File: src/rtl/nes_poll_controller.sv
// NES gamepad poll sequencer: owns the pad latch/clock timing, samples the
// serial data line through a two-flop synchronizer and publishes one
// active-high button byte per poll. Polls come from an explicit request or
// from the internal periodic scheduler.
module nes_poll_controller #(
    parameter int LATCH_CYCLES = 2,
    parameter int HALF_PERIOD  = 2,
    parameter int POLL_PERIOD  = 1000
) (
    input  logic       clk,
    input  logic       reset,
    input  logic       start,
    input  logic       autoPoll,
    input  logic       nesData,
    output logic       nesLatch,
    output logic       nesClk,
    output logic [7:0] buttons,
    output logic       valid,
    output logic       busy
);

    localparam int PHASE_MAX = (LATCH_CYCLES > HALF_PERIOD) ? LATCH_CYCLES : HALF_PERIOD;
    localparam int PW        = $clog2(PHASE_MAX + 1);
    localparam int IW        = $clog2(POLL_PERIOD);

    localparam logic [PW-1:0] LATCH_LOAD = PW'(LATCH_CYCLES - 1);
    localparam logic [PW-1:0] HALF_LOAD  = PW'(HALF_PERIOD - 1);
    localparam logic [IW-1:0] TICK_LAST  = IW'(POLL_PERIOD - 1);

    typedef enum logic [2:0] {
        IDLE,
        LATCH,
        SAMPLE,
        CLK_HI,
        CLK_LO,
        DONE
    } state_t;

    state_t          stateReg;
    state_t          stateNext;
    logic [1:0]      syncReg;
    logic            dataSync;
    logic [IW-1:0]   intervalCnt;
    logic            tick;
    logic [PW-1:0]   phaseCnt;
    logic            phaseDone;
    logic [2:0]      bitIdx;
    logic [7:0]      shiftReg;

    assign dataSync  = syncReg[1];
    assign phaseDone = (phaseCnt == '0);
    assign tick      = autoPoll && (intervalCnt == TICK_LAST);

    // Two-flop synchronizer for the asynchronous pad data line.
    always_ff @(posedge clk) begin
        if (reset) begin
            syncReg <= 2'b00;
        end else begin
            syncReg <= {syncReg[0], nesData};
        end
    end

    // Periodic scheduler: free-runs while enabled, parked at zero otherwise.
    always_ff @(posedge clk) begin
        if (reset || !autoPoll) begin
            intervalCnt <= '0;
        end else if (intervalCnt == TICK_LAST) begin
            intervalCnt <= '0;
        end else begin
            intervalCnt <= intervalCnt + 1'b1;
        end
    end

    // State register.
    always_ff @(posedge clk) begin
        if (reset) begin
            stateReg <= IDLE;
        end else begin
            stateReg <= stateNext;
        end
    end

    // Next-state logic and Moore output decode.
    always_comb begin
        stateNext = stateReg;
        nesLatch  = 1'b0;
        nesClk    = 1'b0;
        valid     = 1'b0;
        busy      = 1'b1;
        case (stateReg)
            IDLE: begin
                busy = 1'b0;
                if (start || tick) begin
                    stateNext = LATCH;
                end
            end
            LATCH: begin
                nesLatch = 1'b1;
                if (phaseDone) begin
                    stateNext = SAMPLE;
                end
            end
            SAMPLE: begin
                stateNext = CLK_HI;
            end
            CLK_HI: begin
                nesClk = 1'b1;
                if (phaseDone) begin
                    stateNext = CLK_LO;
                end
            end
            CLK_LO: begin
                if (phaseDone) begin
                    stateNext = (bitIdx == 3'd7) ? DONE : SAMPLE;
                end
            end
            DONE: begin
                valid     = 1'b1;
                stateNext = IDLE;
            end
            default: begin
                stateNext = IDLE;
            end
        endcase
    end

    // Phase counter: loaded on entry to each timed state, counts down to zero.
    always_ff @(posedge clk) begin
        if (reset) begin
            phaseCnt <= '0;
        end else if (stateReg == IDLE && stateNext == LATCH) begin
            phaseCnt <= LATCH_LOAD;
        end else if (stateReg == SAMPLE || (stateReg == CLK_HI && phaseDone)) begin
            phaseCnt <= HALF_LOAD;
        end else if (!phaseDone) begin
            phaseCnt <= phaseCnt - 1'b1;
        end
    end

    // Bit index: cleared during the latch, advanced at the end of each low phase.
    always_ff @(posedge clk) begin
        if (reset) begin
            bitIdx <= 3'd0;
        end else if (stateReg == LATCH) begin
            bitIdx <= 3'd0;
        end else if (stateReg == CLK_LO && phaseDone && bitIdx != 3'd7) begin
            bitIdx <= bitIdx + 3'd1;
        end
    end

    // Capture each synchronized sample, inverted so pressed reads as 1; A lands in bit 7.
    always_ff @(posedge clk) begin
        if (reset) begin
            shiftReg <= 8'h00;
        end else if (stateReg == SAMPLE) begin
            shiftReg[3'd7 - bitIdx] <= ~dataSync;
        end
    end

    // Publish on entry to DONE so the new byte is already visible while valid is high.
    always_ff @(posedge clk) begin
        if (reset) begin
            buttons <= 8'h00;
        end else if (stateReg == CLK_LO && stateNext == DONE) begin
            buttons <= shiftReg;
        end
    end

endmodule

File: config.mk
export PLATFORM = sky130hd
export DESIGN_NAME = nes_poll_controller
export DESIGN_NICKNAME = d
export VERILOG_FILES = /design/src/rtl/nes_poll_controller.sv
export SDC_FILE = /design/constraint.sdc
export NUM_CORES = 1
export LEC_CHECK = 0
export ABC_AREA = 1
export BUFFER_PORTS_ARGS = -buffer_cell sky130_fd_sc_hd__clkbuf_2
export CORE_MARGIN = 2
export CORE_UTILIZATION = 40
export CTS_BUF_LIST = sky130_fd_sc_hd__clkbuf_4 sky130_fd_sc_hd__clkbuf_8
export CTS_CLUSTER_DIAMETER = 40
export DETAILED_ROUTE_END_ITERATION = 12
export HOLD_SLACK_MARGIN = 0.15
export SLEW_MARGIN = 25
export SYNTH_ARGS = -nofsm -noshare
export SYNTH_HDL_FRONTEND = slang
export SYNTH_SLANG_ARGS = --single-unit
export TNS_END_PERCENT = 1
File: constraint.sdc
create_clock -name clk -period 3.75 [get_ports clk]
set_clock_uncertainty 0.05 [all_clocks]
set_input_delay 0.1875 -clock clk [delete_from_list [all_inputs] [get_ports clk]]
set_output_delay 0.1875 -clock clk [all_outputs]
set_load 0.02 [all_outputs]
==> impl_summary.log <==
[metrics] starting density of the core: 41.2%
[metrics] first-pass GRT wire length: 5110 um
[metrics] count of fill cells added during filler insertion: 417
[metrics] die area: 4620 um^2
[metrics] predominant post-synthesis flop cell: sky130_fd_sc_hd__dfxtp_1
[metrics] length of the first detailed-routing pass in iterations: 4
[metrics] largest net degree at the start of global routing: 18
[metrics] clock insertion delay at the later pin of the skew report: 290 ps
[metrics] share of the clock period used by the worst path: 39.2%
[metrics] Mapped Area: 1640 um^2
[metrics] post-layout minimum cycle time: 1470 ps
[metrics] CTS H-tree lvls: 2
[metrics] vias post-DR: 1384
[metrics] Final setup violation count: 0
[metrics] post-detailed-placement cell area: 1750 um^2
[metrics] Max Buffers Root-to-Sink: 2
[metrics] crit path kind: reg -> reg
[metrics] number of DRC violations after detailed routing: 0
[metrics] CTS tree: done
[metrics] total leakage power: 0.742 nW
[metrics] most area-hungry cell type in the Yosys netlist: sky130_fd_sc_hd__dfxtp_1
[metrics] fin. max-slew vios: 0
[metrics] count of port buffers added during placement: 16
[metrics] accumulated negative setup slack: 0 ps
[metrics] IR drop worst, VDD: 0.290 mV
[metrics] Synth Register Bits: 36
[metrics] total detailed-routing wirelength: 3000 um
[metrics] clock root cell: sky130_fd_sc_hd__clkbuf_8
[metrics] Seq/Total Area, Yosys: 44.0%
[metrics] transition time at the pin with the least slew margin: 364 ps
[metrics] post-detailed-placement half-perimeter wirelength: 2200 um
[metrics] area of the core region: 3970 um^2
[metrics] largest cells by area after synthesis: sky130_fd_sc_hd__dfxtp_1, sky130_fd_sc_hd__inv_1, sky130_fd_sc_hd__a21oi_1
[metrics] fraction of registers with async set/reset: 0%
[metrics] initial antenna violation count: 0
[metrics] data required time of the critical path: 3870 ps
[metrics] outcome: complete, no violations
[metrics] Die Ht: 68.0 um
[metrics] Layout Area Growth over Synthesis: 15.1%
[metrics] Syn Nets: 229
[metrics] number of nets with antenna violations after routing: 0
[metrics] overall fraction of global-route tracks in use: 14.8%
[metrics] PwrDens: 511 nW/um^2
[metrics] most common library cells after synthesis: sky130_fd_sc_hd__dfxtp_1, sky130_fd_sc_hd__inv_1, sky130_fd_sc_hd__nand2_1, sky130_fd_sc_hd__a21oi_1, sky130_fd_sc_hd__nor2_1
[metrics] unrepaired setup endpoints after global routing: no
[metrics] GRT overflow: 0
[metrics] Layout Nets: 251
[metrics] number of synthesis warnings: 0
[metrics] design area: 1880 um^2
[metrics] Synth Area per Inst: 7.44 um^2
[metrics] num rows: 23
[metrics] final routed wire length divided by cell count: 10.2 um
[metrics] routability congestion estimate from global placement: 0.807
[metrics] Avg Vias per Cell: 4.72
[metrics] library cells used by synthesis: 28
[metrics] clock slew seen by the registers of the worst setup and hold paths: 70 ps
[metrics] synthesized netlist cell count: 220
[metrics] area used by sequential logic in the layout: 721 um^2
[metrics] starting DRC count in detailed routing: 63
[metrics] startpoint kind of the worst setup timing path: register
[metrics] ant diodes: 0
[metrics] worst hold path class: in -> reg
[metrics] layout cell share with drive strength beyond 1: 15.2%
[metrics] highest net fanout along the worst path: 7
[metrics] number of enable-type register cells in the synthesized netlist: 0
[metrics] clock buffers created by TritonCTS: 5
[metrics] portion of synthesized cell area occupied by the leading cell type: 44.0%
[metrics] Critical Path End Type: register
[metrics] CTS-repair resized insts: 0
[metrics] TritonCTS Sinks: 36
[metrics] via count of the first global-routing pass: 1203
[metrics] Max-slew headroom: 75.7%
[metrics] Hold Violations, Final: 0
[metrics] multi-input logic area: 738 um^2
[metrics] buffers inserted by post-CTS timing repair: 0
[metrics] horizontal die dimension: 68.0 um
[metrics] number of maximum-capacitance violations: 0
[metrics] CP Data Arrival Time: 1590 ps
[metrics] Ports: 17
[metrics] pre-CTS setup slack: 2290 ps
[metrics] Fmax achieved: 0.680 GHz
[metrics] final worst setup slack: 2280 ps
[area by class of cell]
| cell class | count | share of cell area, % |
|---|---|---|
| Tap cell | 50 | 3.32 |
| Clock inverter | 2 | 1.86 |
| Multi-Input combinational cell | 141 | 39.2 |
| Sequential cell | 36 | 38.3 |
| Inverter | 40 | 7.97 |
| Timing Repair Buffer | 18 | 5.32 |
| Clock buffer | 6 | 4.05 |
[worst max-delay path: stages, from the launching register on]
cell	delay (ps)
sky130_fd_sc_hd__dfxtp_1	320
sky130_fd_sc_hd__inv_1	60
sky130_fd_sc_hd__ha_1	340
sky130_fd_sc_hd__inv_2	110
sky130_fd_sc_hd__nor2_2	120
sky130_fd_sc_hd__nand2_1	160
sky130_fd_sc_hd__o21bai_1	160
sky130_fd_sc_hd__a21oi_1	50
[kinds of logic after synthesis]
group	synth area share, %
fa+ha+maj	3.06
buf+inv	10.9
flops	44.0
compound gates	15.5
xor+xnor	1.07
simple gates	25.5
[report_power, final]
part,total [mW],switching (mW),leakage (nW),internal [mW]
clock network,0.338,0.134,0.0586,0.204
logic,0.201,0.129,0.391,0.0724
registers,0.422,0.0180,0.292,0.404
total,0.962,0.281,0.742,0.681
[final timing paths]
path                     from     endpoint  slack (ps)  cells past startpoint
setup reg to reg  phaseCnt[0]    bitIdx[0]        2280                      7
hold / removal          reset  shiftReg[5]         230                      2
setup / recovery  phaseCnt[0]    bitIdx[0]        2280                      7
hold reg to reg    syncReg[0]   syncReg[1]         350                      2
[layer usage]
metal,part of all wire (%),up-vias,global-route usage [%]
li1,-,757,-
met1,52,604,18.6
met2,43,17,22.6
met3,3.8,6,4.61
met4,1.7,0,7.50
met5,0,-,0
[registers in the layout, indices dropped and copies added, names as in the netlist]
signal,flops
intervalCnt,10
buttons,8
shiftReg,8
bitIdx,3
stateReg,3
phaseCnt,2
syncReg,2
[layout by cell type, fill, tap and decap left out, drive strengths merged]
cell type,instances
inv,40
dfxtp,36
nand2,32
nor2,29
a21oi,26
clkbuf,22
o21ai,16
nand3,14
nor3,7
nand4,4
ha,4
a211oi,2
dlygate4sd3,2
o31ai,1
xnor2,1
nor3b,1
o21a,1
a31oi,1
xor2,1
o21bai,1
bufinv,1
clkinv,1
[per-stage QoR]
stage	instances	power, mW	util (%)	hold slack (ps)
final	293	0.962	47.4	233
after global routing	293	1.02	47.4	257
after CTS	293	0.974	47.4	231
after detailed placement	283	0.631	44.1	334
after global placement	283	0.630	44.1	331
after floorplan	220	0.589	-	207
[repair_timing]
item                                    CTS  global route
hold buffers                              2             0
endpoints found under the hold margin     2             0
endpoints found under the setup margin    0             0
(Power assumes the default switching activity.)
